**src/rtl/rocket_launch_manager.sv**
```systemverilog
// Launch side of the rocket pool: picks the lowest free slot on a fire request,
// drives the shared launch buses, and retires slots on border/hit after a short blanking window.
module rocket_launch_manager #(
    parameter int NUM_ROCKETS     = 4,
    parameter int COOLDOWN_FRAMES = 8,
    parameter int ROCKET_SPEED    = -256,
    parameter int X_OFFSET        = 14,
    parameter int Y_OFFSET        = -10
) (
    input  logic                   clk,
    input  logic                   reset,
    input  logic                   startOfFrame,
    input  logic                   fireRequest,
    input  logic signed [10:0]     shooterX,
    input  logic signed [10:0]     shooterY,
    input  logic [NUM_ROCKETS-1:0] reachedBorder,
    input  logic [NUM_ROCKETS-1:0] rocketHit,
    output logic [NUM_ROCKETS-1:0] isActive,
    output logic signed [10:0]     initialX,
    output logic signed [10:0]     initialY,
    output logic signed [10:0]     initialSpeed,
    output logic                   fireAck,
    output logic                   fireDenied,
    output logic [3:0]             activeCount
);

    localparam int CW = (COOLDOWN_FRAMES > 1) ? $clog2(COOLDOWN_FRAMES + 1) : 1;
    localparam logic signed [11:0] X_OFF = 12'(X_OFFSET);
    localparam logic signed [11:0] Y_OFF = 12'(Y_OFFSET);
    localparam logic signed [11:0] X_MAX = 12'sd639;
    localparam logic signed [11:0] Y_MAX = 12'sd479;
    localparam logic signed [10:0] SPEED = 11'(ROCKET_SPEED);

    typedef enum logic {READY, COOLDOWN} state_t;

    function automatic logic signed [10:0] sat_coord(input logic signed [11:0] v,
                                                     input logic signed [11:0] hi);
        if (v < 12'sd0) return 11'sd0;
        if (v > hi)     return hi[10:0];
        return v[10:0];
    endfunction

    state_t                  state_q, state_d;
    logic [CW-1:0]           cnt_q, cnt_d;
    logic [NUM_ROCKETS-1:0]  act_q, act_d;
    logic [1:0]              blank_q [NUM_ROCKETS];
    logic [1:0]              blank_d [NUM_ROCKETS];
    logic signed [10:0]      x_q, x_d, y_q, y_d, spd_q, spd_d;
    logic                    ack_q, ack_d, den_q, den_d;
    logic [NUM_ROCKETS-1:0]  free_mask, kill;
    logic                    found, launch;
    logic signed [11:0]      sum_x, sum_y;
    logic [3:0]              pop;

    assign sum_x = $signed({shooterX[10], shooterX}) + X_OFF;
    assign sum_y = $signed({shooterY[10], shooterY}) + Y_OFF;

    // Slot selection and retire qualification work on the registered active mask.
    always_comb begin
        free_mask = '0;
        found     = 1'b0;
        kill      = '0;
        for (int k = 0; k < NUM_ROCKETS; k++) begin
            if (!act_q[k] && !found) begin
                free_mask[k] = 1'b1;
                found        = 1'b1;
            end
            kill[k] = act_q[k] && (blank_q[k] == 2'd0) && (reachedBorder[k] || rocketHit[k]);
        end
    end

    always_comb begin
        state_d = state_q;
        cnt_d   = cnt_q;
        launch  = 1'b0;
        den_d   = 1'b0;
        case (state_q)
            READY: begin
                if (fireRequest) begin
                    if (found) begin
                        launch = 1'b1;
                        if (COOLDOWN_FRAMES > 0) begin
                            state_d = COOLDOWN;
                            cnt_d   = CW'(COOLDOWN_FRAMES);
                        end
                    end else begin
                        den_d = 1'b1;
                    end
                end
            end
            COOLDOWN: begin
                den_d = fireRequest;
                if (startOfFrame) begin
                    cnt_d = cnt_q - CW'(1);
                    if (cnt_q == CW'(1)) state_d = READY;
                end
            end
            default: state_d = READY;
        endcase
    end

    always_comb begin
        act_d = (act_q & ~kill) | (launch ? free_mask : '0);
        ack_d = launch;
        x_d   = launch ? sat_coord(sum_x, X_MAX) : x_q;
        y_d   = launch ? sat_coord(sum_y, Y_MAX) : y_q;
        spd_d = launch ? SPEED : spd_q;
        for (int k = 0; k < NUM_ROCKETS; k++) begin
            if (launch && free_mask[k])  blank_d[k] = 2'd2;
            else if (blank_q[k] != 2'd0) blank_d[k] = blank_q[k] - 2'd1;
            else                         blank_d[k] = 2'd0;
        end
    end

    always_ff @(posedge clk) begin
        if (reset) begin
            state_q <= READY;
            cnt_q   <= '0;
            act_q   <= '0;
            x_q     <= '0;
            y_q     <= '0;
            spd_q   <= '0;
            ack_q   <= 1'b0;
            den_q   <= 1'b0;
            for (int k = 0; k < NUM_ROCKETS; k++) blank_q[k] <= 2'd0;
        end else begin
            state_q <= state_d;
            cnt_q   <= cnt_d;
            act_q   <= act_d;
            x_q     <= x_d;
            y_q     <= y_d;
            spd_q   <= spd_d;
            ack_q   <= ack_d;
            den_q   <= den_d;
            for (int k = 0; k < NUM_ROCKETS; k++) blank_q[k] <= blank_d[k];
        end
    end

    always_comb begin
        pop = 4'd0;
        for (int k = 0; k < NUM_ROCKETS; k++) pop = pop + 4'(act_q[k]);
    end

    assign isActive     = act_q;
    assign initialX     = x_q;
    assign initialY     = y_q;
    assign initialSpeed = spd_q;
    assign fireAck      = ack_q;
    assign fireDenied   = den_q;
    assign activeCount  = pop;

endmodule

```
**config.mk**
```make
export PLATFORM = sky130hd
export DESIGN_NAME = rocket_launch_manager
export DESIGN_NICKNAME = d
export VERILOG_FILES = /design/src/rtl/rocket_launch_manager.sv
export SDC_FILE = /design/constraint.sdc
export NUM_CORES = 1
export LEC_CHECK = 0
export ABC_AREA = 1
export CAP_MARGIN = 5
export CORE_UTILIZATION = 49
export DETAILED_ROUTE_END_ITERATION = 10
export DONT_BUFFER_PORTS = 1
export PLACE_DENSITY = 0.66
export SETUP_SLACK_MARGIN = 0.15
export SLEW_MARGIN = 10
export SYNTH_ARGS = -nofsm -noshare
export SYNTH_HDL_FRONTEND = slang
export SYNTH_SLANG_ARGS = --single-unit
```
**constraint.sdc**
```tcl
create_clock -name clk -period 2.09 [get_ports clk]
set_input_delay 0.3135 -clock clk [delete_from_list [all_inputs] [get_ports clk]]
set_output_delay 0.3135 -clock clk [all_outputs]
set_load 0.02 [all_outputs]
```
Word-level counts from Yosys, hierarchy flattened

Memory sizes are Yosys's and may differ from the RTL's.
Index checks and enable logic that the tools add are counted.
Widths: inputs -> output; s select.

Memory bits (writable): 8
Memories kept: 1
Logic and storage cells: 118
Flip-flop bits (word level): 34

Memories:

| name    | depth | bits a word | rd ports | clocked after Yosys merged registers in | wr ports | line | source |
|---|---|---|---|---|---|---|---|
| blank_q | 4     | 2           | 4        | 0                                       | 4        | 46   | `logic [1:0] blank_q [NUM_ROCKETS];` |

$add $sub $neg: 10
Reductions and logical operators: 33
Bitwise logic cells: 8
Multiplexer cells: 50
Equality and inequality tests: 4
Order comparisons: 4

Operators by type and width:

| operator              | count |
|---|---|
| $mux 11               | 8 |
| $add 11x5->12 const B | 2 |
| $lt 12x1->1 const B   | 2 |
| $mux 2                | 12 |
| $mux 1                | 23 |
| $mux 4                | 4 |
| $logic_and 1x1->1     | 15 |
| $gt 12x10->1 const B  | 1 |
| $gt 12x11->1 const B  | 1 |
| $logic_not 2->1       | 4 |
| $pmux 4 s2            | 1 |
| $reduce_bool 2->1     | 4 |
| $sub 2x1->2 const B   | 4 |
| $ne 2x2->1 const B    | 3 |
| $logic_not 1->1       | 5 |
| $add 3x1->4           | 1 |
| $and 4x4->4           | 1 |
| $eq 4x1->1 const B    | 1 |
| $logic_or 1x1->1      | 4 |
| $not 4->4             | 1 |
| $or 1x1->1            | 4 |
| $or 4x4->4            | 1 |
| $pmux 1 s2            | 2 |
| $sub 4x1->4 const B   | 1 |
| other kinds (4)       | 4 |

Longest topological paths before layout

Word-level depth: 15
Gate-level depth with buffers: 11
Mapped depth without buffers: 11

Worst setup path after synthesis

Ideal clock, no wire load.

Path kind: register to output
From: register act_q[0], in the netlist isActive[0]
To: output activeCount[1]
Stages on the path, launching flop included: 6
Required time: 1776 ps
Data arrival time: 1696 ps
Path slack: 80 ps
Path through: dfxtp_1 -> inv_1 -> fa_1 -> inv_1 -> ha_1 -> ha_1

Cells in the longest elaborated chain, start to end: 3

Ends and longest elaborated chain:

| what                     | line | source |
|---|---|---|
| start: declaration       | 45   | `logic [NUM_ROCKETS-1:0] act_q, act_d;` |
| start signal: assignment | 129  | `act_q <= act_d;` |
| $add 1x1->2              | 141  | `for (int k = 0; k < NUM_ROCKETS; k++) pop = pop + 4'(act_q[k]);` |
| $add 2x1->3              | 141  |  |
| $add 3x1->4              | 141  |  |
| end: declaration         | 24   | `output logic [3:0] activeCount` |

Every way passes these cells.

Worst setup path in the final report

Ends and elaborated chain as after synthesis.

==> flow_summary.yaml <==
status:
  status: "finished with violations"
  violations: "DRC"
sta:
  setup_viol: 0
  rsz0062_at_grt: "true"
  fin_tns_setup_ps: 0
  period_share_pct: 95.90
  hold_viol_final: 0
  holdWs_ps: 80.23
  drv_slew: 0
  fin_crit_ps: 2004
  tightest_slew_ps: 619.8
  skew_ps: 5.120
  relSlewSlack_pct: 58.63
  fmaxAchievable_ghz: 0.4989
cts:
  root_buffer: "clkbuf_8"
  clockBufferDepth: 2
  cts_buffers: 5
  clkLatencyLatePin_ps: 290
  ctsHoldBuffers: 0
  post_cts_buffers: 0
  htreeDepth: 2
  cts_tree: "built"
  cts.sinks: 42
  path_clk_slew_ps: 80
setup_path:
  path_max_fanout: 2
  slowest_delay_ps: 540
  end_kind: "primary output"
  path_cells: "inv_2, fa_1, inv_2, ha_4, ha_4"
  critPathLaunchType: "register"
  path_class: "reg2out"
  worst_path_max_delay_cell: "fa_1"
  cp.arrival_ps: 1690
  required_ps: 1780
power:
  switching_power_uw: 517.0
  p_leak_nw: 1.252
  p_per_area_nw_per_um2: 772.6
  p_int_mw: 1.445
  combPwrFrac_pct: 13.4
  power_frac_seq_pct: 46.5
  swShare_pct: 26.35
  power_frac_clock_pct: 40.1
  ir_worst_vdd_mv: 0.4298
place:
  portBuffers: 0
  gp_congestion: 0.8032
  post-dp-hpwl_mm: 3.364
global_routing:
  track_usage_pct: 18.62
  grt_pass1_wl_mm: 7.562
  antenna_found_initial: 0
  grt_use_met2_pct: 31.96
  grtUsageMet3_pct: 5.626
  grt_pass1_vias: 1810
  gr-total-overflow: 0
  grt_max_degree: 21
  top_usage_layer: "met2"
  grt_util_met1_pct: 21.74
cells_and_area:
  fillCellCount: 433
  nets: 367
  post-route-util_pct: 56.77
  syn_to_final_growth_pct: 8.094
  drive_above_1_share_pct: 17.23
  insertedDiodeCount: 0
yosys:
  synth-seq-cells: 42
  synth_top_area_share_pct: 35.78
  synth-edff-count: 0
  synthTopCellsByCount: "87 x nand2_1, 43 x inv_1, 42 x dfxtp_1"
  synth_cells: 320
  synth_area_leaders: "dfxtp_1 36%, nand2_1 14%, inv_1 6.9%, nand3_1 5.5%, ha_1 4.3%"
  seq_area_frac_synth_pct: 35.78
  synth_async_sr_flop_share_pct: 0
  synth_most_common_cell: "nand2_1"
  synth.distinct_cells: 35
  syn_area_um2: 2350
  ys.flop_type: "dfxtp_1"
  yosysWarnings: 0
  yosys.area.top_type: "dfxtp_1"
  syn_area_per_cell_um2: 7.343
floorplanning:
  die_area_um2: 5077
  rows: 24
  start_util_pct: 52.52
  io_pins: 77
  core_region_area_um2: 4474
  die_w_um: 71.25
  dieHeight_um: 71.25
drt:
  initialDrtViolationCount: 53
  vias: 1888
  vias_per_cell: 5.008
  route.detailed.drc: 4
  wl_mm: 4.394
  route.detailed.wl_per_inst_um: 11.66
  drtAntennaViolNets: 0
  firstDrtPassIters: 8
worst_hold_path:
  hold_class: "in2reg"
run:
  drv_cap: 0
-- cell type report --
cell class | instances | area, um^2 | area share, %
clock inverter | 2 | 60.06 | 2.365
sequential | 42 | 843.3 | 33.20
inverter | 50 | 190.2 | 7.488
clock buffer | 6 | 82.58 | 3.251
timing repair buffer | 4 | 30.03 | 1.182
tap | 52 | 65.06 | 2.562
multi-input combinational | 221 | 1269 | 49.95
-- kinds of logic (layout without fill, tap and decap cells) --
logic type	after synthesis	count (layout)	synth area share (%)
and+or+nand+nor	171	171	37.17
buffers and inverters	65	62	12.57
DFF	42	42	35.78
AOI/OAI and AO/OA	25	25	6.603
adders and majority gates	9	9	5.112
xor gates and xnor gates	7	7	2.609
other	1	9	0.1596
-- sequential cells by signal, indices dropped and copies added, names as in the netlist --
register,count
isActive,4
blank_q,8
fireAck,1
cnt_q,4
initialSpeed,1
initialY,11
state_q,1
initialX,11
fireDenied,1
-- placed cells by master (no fill, tap or decap), drive strengths merged, types with 5 or more instances in the layout --
cell	n
nand3	30
nor3	5
nor2	22
clkbuf	6
nand4	10
nand2	100
dfxtp	42
inv	50
ha	8
a21oi	11
o21ai	7
conb	9
-- layer usage --
metal | vias up | share of wire (%)
met2 | 50 | 47
li1 | 996 | -
met1 | 836 | 45
met3 | 6 | 6.6
met4 | 0 | 1.6
met5 | - | 0
-- power by group through the flow --
stage / Sequential [mW] / Combinational, mW / Clock (mW)
final: 0.913 / 0.262 / 0.787
after global routing: 0.921 / 0.300 / 0.844
after CTS: 0.913 / 0.261 / 0.798
after detailed placement: 0.932 / 0.258 / 0
after global placement: 0.931 / 0.253 / 0
after floorplan: 0.923 / 0.247 / 0
-- repair_timing --
item / in CTS / in global routing
endpoints found under the setup margin: 2 / 3
pin swaps: 1 / 1
resized for setup: 4 / 3
-- worst max-delay path: cells and delay by family, from the launching register on --
family / cells / cell delay [ps]
adder cells (fa/ha/maj): 3 / 980
flip-flops: 1 / 340
buffers and inverters: 2 / 90
-- through the flow --
stage	power, mW	cell area, um^2	setup WS [ps]	std cells
finish	1.962	2540	85.67	377
CTS	1.973	2530	72.34	377
global placement	1.185	2372	315.4	369
floorplan	1.170	2382	193.6	328
detailed placement	1.190	2372	297.5	369
global route	2.064	2540	23.90	377
-- path summary, 6_finish.rpt --
check           startpoint             end  slack, ps  cells past startpoint
max            isActive[0]  activeCount[1]         90                      5
max reg2reg    isActive[0]     initialX[3]        410                      9
min                  reset   blank_q[3][1]         80                      1
min reg2reg  blank_q[1][0]   blank_q[1][1]        470                      2
No activity file was read; power rests on OpenSTA's default activity.
